===== src/rtl/dt_ctrl_pkg.sv =====
// -----------------------------------------------------------------------------
// dt_ctrl_pkg
// Shared definitions for the decision-tree dispatch controller:
//   - FSM state encoding (IDLE/LAUNCH/WAIT/RESULT)
//   - result status codes (OK / classifier error / watchdog timeout)
//   - CAN feature field widths and the packed 74-bit feature vector
// -----------------------------------------------------------------------------
package dt_ctrl_pkg;

    // Feature field widths
    localparam int ARB_ID_W = 11;
    localparam int DLC_W    = 4;
    localparam int BYTE_W   = 8;
    localparam int SUM_W    = 11;
    localparam int TDELTA_W = 32;
    localparam int FEAT_W   = ARB_ID_W + DLC_W + 2 * BYTE_W + SUM_W + TDELTA_W;

    // FSM state encoding
    typedef logic [1:0] state_t;
    localparam state_t S_IDLE   = 2'd0;
    localparam state_t S_LAUNCH = 2'd1;
    localparam state_t S_WAIT   = 2'd2;
    localparam state_t S_RESULT = 2'd3;

    // Result status codes
    localparam logic [1:0] ST_OK  = 2'b00;
    localparam logic [1:0] ST_ERR = 2'b01;
    localparam logic [1:0] ST_TMO = 2'b10;

    // One queued classification request; arb_id occupies the MSBs
    typedef struct packed {
        logic [ARB_ID_W-1:0] arb_id;
        logic [DLC_W-1:0]    dlc;
        logic [BYTE_W-1:0]   first;
        logic [BYTE_W-1:0]   last;
        logic [SUM_W-1:0]    sum;
        logic [TDELTA_W-1:0] tdelta;
    } feat_t;

endpackage


===== src/rtl/dt_dispatch_ctrl_fifo.sv =====
// -----------------------------------------------------------------------------
// dt_feat_fifo
// Synchronous feature-vector FIFO. Pointers carry one extra wrap bit so that
// "full" (same index, different wrap) is distinct from "empty" (identical).
// Ports:
//   clk, rst_n      clock, asynchronous active-low reset
//   push, din       write request and data (ignored when full)
//   pop             read request (ignored when empty)
//   dout            current head entry, valid while !empty
//   full, empty     occupancy flags
// -----------------------------------------------------------------------------
module dt_feat_fifo #(
    parameter int DEPTH = 4,
    parameter int WIDTH = 74
) (
    input  logic             clk,
    input  logic             rst_n,
    input  logic             push,
    input  logic [WIDTH-1:0] din,
    input  logic             pop,
    output logic [WIDTH-1:0] dout,
    output logic             full,
    output logic             empty
);
    localparam int AW = $clog2(DEPTH);

    logic [WIDTH-1:0] mem [DEPTH];
    logic [AW:0]      wr_ptr_q, wr_ptr_d;
    logic [AW:0]      rd_ptr_q, rd_ptr_d;
    logic             do_push, do_pop;

    assign empty   = (wr_ptr_q == rd_ptr_q);
    assign full    = (wr_ptr_q[AW] != rd_ptr_q[AW]) &&
                     (wr_ptr_q[AW-1:0] == rd_ptr_q[AW-1:0]);
    assign do_push = push & ~full;
    assign do_pop  = pop & ~empty;

    always_comb begin
        wr_ptr_d = wr_ptr_q;
        rd_ptr_d = rd_ptr_q;
        if (do_push) wr_ptr_d = wr_ptr_q + 1'b1;
        if (do_pop)  rd_ptr_d = rd_ptr_q + 1'b1;
    end

    always_ff @(posedge clk or negedge rst_n) begin
        if (!rst_n) begin
            wr_ptr_q <= '0;
            rd_ptr_q <= '0;
        end else begin
            wr_ptr_q <= wr_ptr_d;
            rd_ptr_q <= rd_ptr_d;
        end
    end

    // Storage needs no reset: an entry is only read after it has been written
    always_ff @(posedge clk) begin
        if (do_push) mem[wr_ptr_q[AW-1:0]] <= din;
    end

    // Head is read combinationally; the consumer registers it on pop
    assign dout = mem[rd_ptr_q[AW-1:0]];

endmodule


===== src/rtl/dt_dispatch_ctrl.sv =====
// -----------------------------------------------------------------------------
// dt_dispatch_ctrl
// Buffers CAN feature vectors, issues them one at a time to the decision-tree
// classifier via a start/done handshake, guards each classification with a
// watchdog and returns tagged results on a valid/ready stream. Keeps
// saturating frame / attack / error counters.
// Ports:
//   clk, rst_n                 clock, asynchronous active-low reset
//   in_valid/in_ready, in_*    feature-vector input stream
//   dt_start, dt_*             start pulse and stable feature registers to classifier
//   dt_done, dt_is_attack, dt_final_node, dt_error, dt_tree_depth  classifier reply
//   res_valid/res_ready, res_* result stream (status 00 OK, 01 error, 10 timeout)
//   busy                       FSM active or work queued
//   clr_stats, cnt_*           counter clear and saturating statistics
// -----------------------------------------------------------------------------
module dt_dispatch_ctrl
    import dt_ctrl_pkg::*;
#(
    parameter int FIFO_DEPTH  = 4,
    parameter int TIMEOUT_CYC = 256,
    parameter int CNT_W       = 16
) (
    input  logic                clk,
    input  logic                rst_n,
    // feature input stream
    input  logic                in_valid,
    output logic                in_ready,
    input  logic [10:0]         in_arb_id,
    input  logic [3:0]          in_dlc,
    input  logic [7:0]          in_first,
    input  logic [7:0]          in_last,
    input  logic [10:0]         in_sum,
    input  logic [31:0]         in_tdelta,
    // classifier interface
    output logic                dt_start,
    output logic [10:0]         dt_arb_id,
    output logic [3:0]          dt_dlc,
    output logic [7:0]          dt_first,
    output logic [7:0]          dt_last,
    output logic [10:0]         dt_sum,
    output logic [31:0]         dt_tdelta,
    input  logic                dt_done,
    input  logic                dt_is_attack,
    input  logic [7:0]          dt_final_node,
    input  logic                dt_error,
    input  logic [7:0]          dt_tree_depth,
    // result stream
    output logic                res_valid,
    input  logic                res_ready,
    output logic [10:0]         res_arb_id,
    output logic                res_attack,
    output logic [7:0]          res_node,
    output logic [7:0]          res_depth,
    output logic [1:0]          res_status,
    // status and statistics
    output logic                busy,
    input  logic                clr_stats,
    output logic [CNT_W-1:0]    cnt_frames,
    output logic [CNT_W-1:0]    cnt_attacks,
    output logic [CNT_W-1:0]    cnt_errors
);
    localparam int WD_W = $clog2(TIMEOUT_CYC);
    localparam logic [WD_W-1:0] WD_LAST = WD_W'(TIMEOUT_CYC - 1);

    // ---------------------------------------------------------------- FIFO
    feat_t             in_feat;
    logic [FEAT_W-1:0] fifo_dout;
    logic              fifo_full, fifo_empty, fifo_pop;

    assign in_feat  = {in_arb_id, in_dlc, in_first, in_last, in_sum, in_tdelta};
    assign in_ready = ~fifo_full;

    dt_feat_fifo #(
        .DEPTH (FIFO_DEPTH),
        .WIDTH (FEAT_W)
    ) u_fifo (
        .clk   (clk),
        .rst_n (rst_n),
        .push  (in_valid),
        .din   (in_feat),
        .pop   (fifo_pop),
        .dout  (fifo_dout),
        .full  (fifo_full),
        .empty (fifo_empty)
    );

    // ---------------------------------------------------------------- FSM
    state_t          state_q, state_d;
    feat_t           feat_q, feat_d;
    logic            start_q, start_d;
    logic [WD_W-1:0] wdog_q, wdog_d;
    logic [10:0]     res_id_q, res_id_d;
    logic            res_attack_q, res_attack_d;
    logic [7:0]      res_node_q, res_node_d;
    logic [7:0]      res_depth_q, res_depth_d;
    logic [1:0]      res_status_q, res_status_d;
    logic            res_hs;

    assign fifo_pop = (state_q == S_IDLE) & ~fifo_empty;
    assign res_hs   = (state_q == S_RESULT) & res_ready;

    always_comb begin
        state_d      = state_q;
        feat_d       = feat_q;
        start_d      = 1'b0;
        wdog_d       = wdog_q;
        res_id_d     = res_id_q;
        res_attack_d = res_attack_q;
        res_node_d   = res_node_q;
        res_depth_d  = res_depth_q;
        res_status_d = res_status_q;
        case (state_q)
            S_IDLE: begin
                if (!fifo_empty) begin
                    feat_d  = feat_t'(fifo_dout);
                    state_d = S_LAUNCH;
                end
            end
            S_LAUNCH: begin
                // start is registered, so the pulse is seen during the first WAIT cycle
                start_d = 1'b1;
                wdog_d  = '0;
                state_d = S_WAIT;
            end
            S_WAIT: begin
                // done takes priority over a watchdog expiring in the same cycle
                if (dt_done) begin
                    res_id_d     = feat_q.arb_id;
                    res_attack_d = dt_is_attack;
                    res_node_d   = dt_final_node;
                    res_depth_d  = dt_tree_depth;
                    res_status_d = dt_error ? ST_ERR : ST_OK;
                    state_d      = S_RESULT;
                end else if (wdog_q == WD_LAST) begin
                    res_id_d     = feat_q.arb_id;
                    res_attack_d = 1'b0;
                    res_node_d   = '0;
                    res_depth_d  = '0;
                    res_status_d = ST_TMO;
                    state_d      = S_RESULT;
                end else begin
                    wdog_d = wdog_q + 1'b1;
                end
            end
            S_RESULT: begin
                if (res_ready) state_d = S_IDLE;
            end
            default: state_d = S_IDLE;
        endcase
    end

    always_ff @(posedge clk or negedge rst_n) begin
        if (!rst_n) begin
            state_q      <= S_IDLE;
            feat_q       <= '0;
            start_q      <= 1'b0;
            wdog_q       <= '0;
            res_id_q     <= '0;
            res_attack_q <= 1'b0;
            res_node_q   <= '0;
            res_depth_q  <= '0;
            res_status_q <= ST_OK;
        end else begin
            state_q      <= state_d;
            feat_q       <= feat_d;
            start_q      <= start_d;
            wdog_q       <= wdog_d;
            res_id_q     <= res_id_d;
            res_attack_q <= res_attack_d;
            res_node_q   <= res_node_d;
            res_depth_q  <= res_depth_d;
            res_status_q <= res_status_d;
        end
    end

    assign dt_start   = start_q;
    assign dt_arb_id  = feat_q.arb_id;
    assign dt_dlc     = feat_q.dlc;
    assign dt_first   = feat_q.first;
    assign dt_last    = feat_q.last;
    assign dt_sum     = feat_q.sum;
    assign dt_tdelta  = feat_q.tdelta;

    assign res_valid  = (state_q == S_RESULT);
    assign res_arb_id = res_id_q;
    assign res_attack = res_attack_q;
    assign res_node   = res_node_q;
    assign res_depth  = res_depth_q;
    assign res_status = res_status_q;
    assign busy       = (state_q != S_IDLE) | ~fifo_empty;

    // ---------------------------------------------------------- statistics
    // index 0: frames, 1: clean attacks, 2: error or timeout
    logic [2:0] cnt_inc;
    assign cnt_inc[0] = res_hs;
    assign cnt_inc[1] = res_hs & res_attack_q & (res_status_q == ST_OK);
    assign cnt_inc[2] = res_hs & ((res_status_q == ST_ERR) | (res_status_q == ST_TMO));

    for (genvar gi = 0; gi < 3; gi++) begin : g_cnt
        logic [CNT_W-1:0] cnt_q, cnt_d;

        always_comb begin
            cnt_d = cnt_q;
            if (clr_stats)
                cnt_d = '0;
            else if (cnt_inc[gi] && (cnt_q != {CNT_W{1'b1}}))
                cnt_d = cnt_q + 1'b1;
        end

        always_ff @(posedge clk or negedge rst_n) begin
            if (!rst_n) cnt_q <= '0;
            else        cnt_q <= cnt_d;
        end
    end

    assign cnt_frames  = g_cnt[0].cnt_q;
    assign cnt_attacks = g_cnt[1].cnt_q;
    assign cnt_errors  = g_cnt[2].cnt_q;

endmodule


===== config.mk =====
export PLATFORM = sky130hd
export DESIGN_NAME = dt_dispatch_ctrl
export DESIGN_NICKNAME = d
export VERILOG_FILES = /design/src/rtl/dt_ctrl_pkg.sv /design/src/rtl/dt_dispatch_ctrl_fifo.sv /design/src/rtl/dt_dispatch_ctrl.sv
export SDC_FILE = /design/constraint.sdc
export NUM_CORES = 1
export LEC_CHECK = 0
export CORE_MARGIN = 2
export CORE_UTILIZATION = 55
export CTS_CLUSTER_DIAMETER = 50
export DETAILED_ROUTE_END_ITERATION = 12
export PLACE_DENSITY = 0.84
export SETUP_SLACK_MARGIN = 0.1
export SLEW_MARGIN = 0
export SYNTH_ARGS = -nofsm -noshare
export SYNTH_HDL_FRONTEND = slang
export SYNTH_SLANG_ARGS = --single-unit

===== constraint.sdc =====
create_clock -name clk -period 3.8 [get_ports clk]
set_input_delay 0.76 -clock clk [delete_from_list [all_inputs] [get_ports clk]]
set_output_delay 0.76 -clock clk [all_outputs]
set_load 0.01 [all_outputs]

; ---- After elaboration in Yosys (flattened, before gate mapping)
; Memories as Yosys holds them, arrays and structs flattened. A register that Yosys moved wholly into a read port is not among the register bits.
; Index checks and enable logic that the tools add are counted.
[classes]
n_addsub = 6
n_eq_ne = 17
muxes = 27
bitwise_logic = 11
reduce_logical = 17
[op_table]
columns = operator, n
row1 = 16-bit two-way mux, 6
row2 = "16-bit by 1-bit adder with 16-bit output, second input constant", 3
row3 = "16-bit inequality test, second input constant", 3
row4 = 8-bit two-way mux, 5
row5 = 11-bit two-way mux, 2
row6 = 8-bit case mux with 2 select lines, 1
row7 = 2-bit two-way mux, 6
row8 = 2-bit nonzero test, 6
row9 = "8-bit by 1-bit adder with 8-bit output, second input constant", 1
row10 = "8-bit == test, second input constant", 1
row11 = 2-bit case mux with 4 select lines, 1
row12 = 1-bit bitwise AND, 7
row13 = "3-bit by 1-bit adder with 3-bit output, second input constant", 2
row14 = "2-bit == test, second input constant", 3
row15 = 1-bit two-way mux, 6
row16 = "2-bit inequality test, second input constant", 3
row17 = 3-bit AND reduction, 2
row18 = "2-bit by 1-bit == test with 1-bit output, second input constant", 2
row19 = 1-bit logical AND, 4
row20 = 2-bit logical NOT, 2
row21 = 2-bit AND reduction, 2
row22 = 3-bit == test, 1
row23 = "3-bit inequality test, second input constant", 1
row24 = 2-bit == test, 1
row25 = 5 further kinds, 7
[word_totals]
ff_bits = 95
ram_bits = 296
input_bits = 98
out_inout_bits = 156
elab_cells = 92
mem_count = 1
[memory_table]
columns = memory, depth, word_bits, read_ports, rd_clocked_by_memory_dff, wr, line_no
row1 = u_fifo.mem, 4, 74, 1, 1, 1, dt_dispatch_ctrl_fifo.sv:27  ; logic [WIDTH-1:0] mem [DEPTH];

; ---- Logic depth before layout (Yosys ltp)
; Gate-level depths: netlist (run 1).
[depth]
depth_word = 7
depth_mapped = 8
depth_no_buf = 6

; ---- Hierarchy
; A second synthesis (run 1) with hierarchy kept.
[hier_totals]
hier_cells = 1002
area_unflattened_um2 = 18152.4
[by_module_without_submodules]
columns = mod, n_inst, cells_per_inst, area_per_inst_um2, seq_area_each_um2
row1 = dt_feat_fifo, 1, 436, 11167.0, 9038.7
row2 = dt_dispatch_ctrl, 1, 566, 6985.4, 4078.9

; ---- Worst setup path after synthesis (run 1)
; Ideal clock, no wire load.
[synth_path]
path_type = input -> register
start = in in_valid
end = mem u_fifo.mem[3][0] (enable)
setup_time_ns = 0.442
arrival_time_ns = 2.936
t_required_ns = 3.358
slack_ns = 0.422
stages = 3
path_buffers = 0
path_cell_list = inv_1 a31oi_1 and2_1
[synth_between]
elab_chain_len = 3
[synth_rtl]
columns = element, line_no
row1 = start: declaration, dt_dispatch_ctrl.sv:26  ; input logic in_valid,
row2 = 1-bit bitwise AND, dt_dispatch_ctrl_fifo.sv:35  ; assign do_push = push & ~full;
row3 = 1-bit two-way mux, dt_dispatch_ctrl_fifo.sv:57  ; if (do_push) mem[wr_ptr_q[AW-1:0]] <= din;
row4 = 1-bit two-way mux (not written as such), dt_dispatch_ctrl_fifo.sv:57
row5 = end: declaration, dt_dispatch_ctrl_fifo.sv:27
; Every way passes these cells.

; ---- Worst setup path after layout (run 1)
[layout_path]
start = reg u_fifo.rd_ptr_q[1]
end = out busy
[layout_between]
elab_chain_len = 3
[layout_rtl]
columns = element, line_no
row1 = start: declaration, dt_dispatch_ctrl_fifo.sv:29  ; logic [AW:0] rd_ptr_q, rd_ptr_d;
row2 = start signal: assignment, dt_dispatch_ctrl_fifo.sv:51  ; rd_ptr_q <= rd_ptr_d;
row3 = 3-bit == test, dt_dispatch_ctrl_fifo.sv:32  ; assign empty = (wr_ptr_q == rd_ptr_q);
row4 = 1-bit inverter (no line), -
row5 = 1-bit bitwise OR, dt_dispatch_ctrl.sv:190  ; assign busy = (state_q != S_IDLE) | ~fifo_empty;
row6 = end: declaration, dt_dispatch_ctrl.sv:56  ; output logic busy,
; Every way passes these cells.

==> results.md, run 1 <==
* Via count of the first global-routing pass at 10.8k
* P per Cell Area at 774 mW/mm²
* Die Ht at 186 µm
* Net Switching at 5.13 mW
* Share of cells above drive strength 1 at 21.5%
* Routed len/inst at 22.6 µm
* Post-CTS Resized at 0
* CP arrival at 2.16 ns
* Clock latency on the worst-skew pair at 0.57 ns
* Total Wirelength at 40.1 mm
* Global-route wire length before repair at 60.8 mm
* H-tree level count at 2
* Worst hold slack at 0.289 ns
* Syn Inst Count at 1007
* Placed insts at 1682
* Total clock buffers created by CTS at 47
* EDFF count, synth at 296
* Multi-input logic area at 0.00483 mm²
* Setup Skew at 0.0283 ns
* Switching part of the total power at 28.9%
* CP Capture Type: output port
* Initial antenna violation count at 7
* Critical path launch point type: flop
* Commonest non-fill, non-tap cell in the layout: edfxtp_1
* Hold Vio Cnt, Final at 0
* Slew @ Worst Pin at 1.09 ns
* Period utilisation layout at 76.9%
* Critical Path RT at 3.04 ns
* Final RePlAce weighted congestion at 0.877
* Worst Slack Setup Final at 0.876 ns
* Iter 0 DRT Violations at 876
* GRT overflow at 0
* CTS tree: yes
* Hold Buf Count CTS at 0
* Yosys warns at 0
* Post-DP HPWL at 24.5 mm
* Commonest non-fill, non-tap cells in the layout: edfxtp_1 (296), clkdlybuf4s50_1 (252), dfrtp_1 (167), mux2_2 (94), mux4_2 (74)
* Pins over their slew limit at 0
* Clock power frac at 26.1%
* Die ar. at 0.0345 mm²
* Area Overhead vs Synth at 25.9%
* Fillers at 2011
* Leakage at 8.16 nW
* Setup CP Type: flop to output port
* Avg Inst Size Synth at 18.1 µm²
* RSZ-0062 raised after global routing: false
* Die X at 186 µm
* Clk sinks at 465
* Final setup fails at 0
* Register area at 0.0131 mm²
* Flop-to-flop setup slack at 1.28 ns
* Pre-CTS WS at 0.825 ns
* Status: complete, no violations
* Vias at 10.5k
* Postcts setup bufs at 0
* Max-cap violations at 0
* Synth Cell Area at 0.0182 mm²
* I/O pin count at 254
* Core ar. at 0.0325 mm²
* Primary FF master, synth: edfxtp_1
* Port bufs at 253
* Yosys cell types at 54
* Root Buffer: clkbuf_16
* Comb pwr share at 31.8%
* Post-route DRC violation count at 0
* Register area share after synthesis at 72.1%
* # rows at 66
* Pin count of the biggest net entering global routing at 86
* Int Pwr at 12.6 mW
* Crit path max fanout at 4
* VDD IR-drop max at 525 µV
* Via density at 5.92
* Clock-pin slew on the worst setup and hold paths at 0.06 ns
* Sum Neg Setup Slack at 0 ns
* Min-Delay Path Class: input port to asynchronous set/reset pin
* Deepest clock path buffer count at 3
* Initial Utilization at 55.9%
* Synth Net Count at 1120
* Final nets at 1402
* Pre-antenna DRT Iters at 5
* Fin cells at 1772
* Flop pwr share at 42.1%
* Post-route ant nets at 0
* Total track usage at 23.3%
* Max Fclk at 342 MHz
* Max_slew headroom at 27.6%
* Synth async-reset ratio at 36.3%
* Tmin final at 2.92 ns
* Seq cells post-synth at 465
power by group through the flow:
stage / Combinational [mW] / Sequential (mW) / Clock [mW]
after detailed placement: 5.63 / 7.52 / 0
after floorplan: 3.06 / 7.68 / 0
after global placement: 5.53 / 7.44 / 0
after global routing: 6.04 / 7.58 / 4.87
final: 5.63 / 7.47 / 4.62
after CTS: 5.72 / 7.48 / 4.69
worst paths after layout:
| kind | startpoint | end | cells past startpoint |
|---|---|---|---|
| max | u_fifo.rd_ptr_q[1]$_DFFE_PN0P_ | busy | 3 |
| max reg2reg | u_fifo.rd_ptr_q[1]$_DFFE_PN0P_ | u_fifo.mem[0][14]$_DFFE_PP_ | 4 |
| min in group clk | res_depth[1]$_DFFE_PN0P_ | res_depth[1]$_DFFE_PN0P_ | 1 |
| min reg2reg | res_depth[1]$_DFFE_PN0P_ | res_depth[1]$_DFFE_PN0P_ | 1 |
| max in group asynchronous | rst_n | dt_tdelta[15]$_DFFE_PN0P_ | 2 |
| min | rst_n | cnt_errors[11]$_DFFE_PN0P_ | 1 |
metrics by stage:
| stage | power, mW | instance area [µm²] | util, % |
|---|---|---|---|
| detailed placement | 13.1 | 21300 | 65.6 |
| floorplan | 10.7 | 18200 | - |
| CTS | 17.9 | 22900 | 70.3 |
| finish | 17.7 | 22900 | 70.4 |
| global placement | 13.0 | 21300 | 65.6 |
| global route | 18.5 | 22900 | 70.4 |
synthesized netlist by cell type, types with 18 or more instances:
master / count / area, µm²
mux2_2: 94 / 1060
nand2_1: 31 / 116
a22o_1: 18 / 158
dfrtp_1: 169 / 4230
or4_1: 18 / 135
nand4_1: 19 / 119
nand3_1: 21 / 105
o21ai_0: 20 / 100
edfxtp_1: 296 / 8890
a21oi_1: 34 / 170
mux4_2: 74 / 1670
clkbuf_1: 19 / 71.3
sequential cells by signal, indices dropped and copies added (netlist names):
| register | count |
|---|---|
| cnt_attacks | 16 |
| cnt_errors | 16 |
| cnt_frames | 16 |
| dt_arb_id | 11 |
| dt_dlc | 4 |
| dt_first | 8 |
| dt_last | 8 |
| dt_start | 1 |
| dt_sum | 11 |
| dt_tdelta | 32 |
| res_arb_id | 11 |
| res_attack | 1 |
| res_depth | 8 |
| res_node | 8 |
| res_status | 2 |
| state_q | 2 |
| u_fifo.mem | 296 |
| u_fifo.rd_ptr_q | 3 |
| u_fifo.wr_ptr_q | 3 |
| wdog_q | 8 |
final cells by class:
class / count / area share [%]
flip-flops and latches: 465 / 57.3
multi-input cells: 484 / 21.1
repair buffers: 274 / 12.0
clock buffers: 62 / 5.65
well taps: 442 / 2.42
clock inverters: 25 / 1.15
inverters: 17 / 0.279
diodes: 3 / 0.0328
metal layers:
| metal | share of wire (%) | GRT usage (%) | up-vias |
|---|---|---|---|
| li1 | - | - | 4572 |
| met1 | 39 | 30.2 | 5389 |
| met2 | 50 | 39.6 | 457 |
| met3 | 8.3 | 5.71 | 72 |
| met4 | 2.1 | 6.74 | 8 |
| met5 | 0.16 | 0 | - |
logic make-up after synthesis:
| family | share of synthesized area (%) |
|---|---|
| buffers and inverters | 1.48 |
| AND/OR/NAND/NOR | 5.65 |
| flip-flops | 72.1 |
| adder cells (fa/ha/maj) | 1.03 |
| AO/OA/AOI/OAI | 4.08 |
| multiplexers | 15.2 |
| XOR/XNOR | 0.433 |
critical path, stage by stage, from the launching register on:
cell and delay [ns]:
dfrtp_4 0.48, xnor2_1 0.32, nand4_1 0.24, clkdlybuf4s50_1 0.58
Note: power is estimated with default switching activity, not from simulation.
==> run 2: changes to the inputs <==
==> constraint.sdc (replaced) <==
create_clock -name clk -period 3 [get_ports clk]
set_input_delay 0.6 -clock clk [delete_from_list [all_inputs] [get_ports clk]]
set_output_delay 0.6 -clock clk [all_outputs]
set_load 0.01 [all_outputs]
==> run 2 against run 1 <==
Net effect:
- clock-buffer cell count rose by 2
- final area grew 1.7%
- clock power increased by 37%
- register-to-register slack worse by 0.57 ns
- flip-flop and latch count stayed put
- critical endpoint unchanged
==> results.md, run 2 (synthesis gave the netlist of run 1 again) <==
* Critical Path RT at 2.40 ns
* Final setup fails at 0
* Switching part of the total power at 28.7%
* Setup Skew at 0.0181 ns
* Tmin final at 2.79 ns
* Post-route DRC violation count at 0
* Total track usage at 23.6%
* Global-route wire length before repair at 61.2 mm
* Max-cap violations at 0
* Port bufs at 253
* H-tree level count at 2
* Pins over their slew limit at 0
* Via density at 5.90
* Pre-antenna DRT Iters at 7
* Flop-to-flop setup slack at 0.71 ns
* Multi-input logic area at 0.00484 mm²
* Comb pwr share at 31.8%
* Clock power frac at 27.3%
* Initial Utilization at 55.9%
* Fillers at 1978
* Period utilisation layout at 93.0%
* Int Pwr at 16.5 mW
* Max FFs per register at 296
* Deepest clock path buffer count at 3
* Slew @ Worst Pin at 1.10 ns
* Clock latency on the worst-skew pair at 0.56 ns
* Die X at 186 µm
* Final RePlAce weighted congestion at 0.893
* Core ar. at 0.0325 mm²
* CP arrival at 2.19 ns
* P per Cell Area at 996 mW/mm²
* CTS tree: yes
* Slowest cell on the critical path: clkdlybuf4s50_1
* Clk sinks at 465
* Max_slew headroom at 26.7%
* Net Switching at 6.65 mW
* Critical path launch point type: flop
* Max Fclk at 358 MHz
* CP Capture Type: output port
* Initial antenna violation count at 8
* Pin count of the biggest net entering global routing at 77
* Status: complete, no violations
* Crit path max fanout at 4
* Cells along the critical path: xnor2_1, nand4_1, clkdlybuf4s50_1
* Setup CP Type: flop to output port
* Vias at 10.5k
* Worst hold slack at 0.0148 ns
* Die ar. at 0.0345 mm²
* Via count of the first global-routing pass at 10.8k
* Flop pwr share at 40.9%
* Sum Neg Setup Slack at 0 ns
* Total clock buffers created by CTS at 48
* Leakage at 8.31 nW
* Area Overhead vs Synth at 28.0%
* Commonest non-fill, non-tap cells in the layout: edfxtp_1 (296), clkdlybuf4s50_1 (252), dfrtp_1 (167), mux2_2 (94), mux4_2 (74)
* Root Buffer: clkbuf_16
* Hold Buf Count CTS at 0
* Post-route ant nets at 0
* GRT overflow at 0
* Worst path max stage delay at 0.57 ns
* # rows at 66
* Post-DP HPWL at 25.0 mm
* Routed len/inst at 22.7 µm
* I/O pin count at 254
* Share of cells above drive strength 1 at 21.9%
* Clock-pin slew on the worst setup and hold paths at 0.06 ns
* Register area at 0.0131 mm²
* VDD IR-drop max at 791 µV
* Commonest non-fill, non-tap cell in the layout: edfxtp_1
* RSZ-0062 raised after global routing: false
* Die Ht at 186 µm
* Hold Vio Cnt, Final at 0
* Final nets at 1410
* Total Wirelength at 40.6 mm
* Min-Delay Path Class: input port to asynchronous set/reset pin
* Iter 0 DRT Violations at 869
run 2: final timing paths:
kind / start / end / cells after the start
max: u_fifo.rd_ptr_q[0]$_DFFE_PN0P_ / busy / 3
min: rst_n / cnt_attacks[8]$_DFFE_PN0P_ / 1
max reg2reg: state_q[1]$_DFFE_PN0P_ / cnt_attacks[15]$_DFFE_PN0P_ / 5
min reg2reg: dt_tdelta[10]$_DFFE_PN0P_ / dt_tdelta[10]$_DFFE_PN0P_ / 1
max in group asynchronous: rst_n / res_depth[1]$_DFFE_PN0P_ / 2
min in group clk: dt_tdelta[10]$_DFFE_PN0P_ / dt_tdelta[10]$_DFFE_PN0P_ / 1
run 2: metal layers:
metal / vias to the layer above / global-route usage, % / routed length (µm)
li1: 4620 / - / -
met1: 5362 / 29.8 / 15600
met2: 462 / 40.9 / 20600
met3: 75 / 5.91 / 3450
met4: 6 / 6.52 / 851
met5: - / 0 / 43
run 2: worst max-delay path, delay by kind of cell (launching register included):
kind / cells / cell delay, ns
flip-flops: 1 / 0.49
XOR/XNOR: 1 / 0.34
buffers and inverters: 1 / 0.57
AND/OR/NAND/NOR: 1 / 0.24
run 2: metrics by stage:
stage | setup WS (ns) | total power, mW | instances | cell area, µm² | util [%]
floorplan | 0.529 | 13.6 | 1007 | 18200 | -
global placement | 0.383 | 16.6 | 1689 | 21500 | 66.1
detailed placement | 0.373 | 16.9 | 1689 | 21500 | 66.1
CTS | 0.170 | 23.4 | 1779 | 23300 | 71.5
global route | 0.131 | 24.2 | 1780 | 23300 | 71.5
finish | 0.209 | 23.2 | 1784 | 23300 | 71.5
run 2: layout make-up:
class / count / share of cell area (%)
clock buffer: 64 / 5.78
timing repair buffer: 281 / 12.7
tap: 442 / 2.38
antenna: 5 / 0.0538
inverter: 17 / 0.274
clock inverter: 26 / 1.67
multi-input combinational: 484 / 20.8
sequential: 465 / 56.4
run 2: power groups by stage:
stage / clock network (mW) / logic [mW] / registers [mW]
after floorplan: 0 / 3.87 / 9.69
after global placement: 0 / 7.21 / 9.42
after detailed placement: 0 / 7.36 / 9.53
after CTS: 6.43 / 7.48 / 9.48
after global routing: 6.69 / 7.85 / 9.62
final: 6.33 / 7.37 / 9.47
run 2: what timing repair did:
| action | 4_1_cts | 5_1_grt |
|---|---|---|
| endpoints found under the setup margin | 0 | 1 |
| hold endpoints to repair | 0 | 0 |
| setup buffers | 0 | 0 |
| gates resized for setup | 0 | 1 |
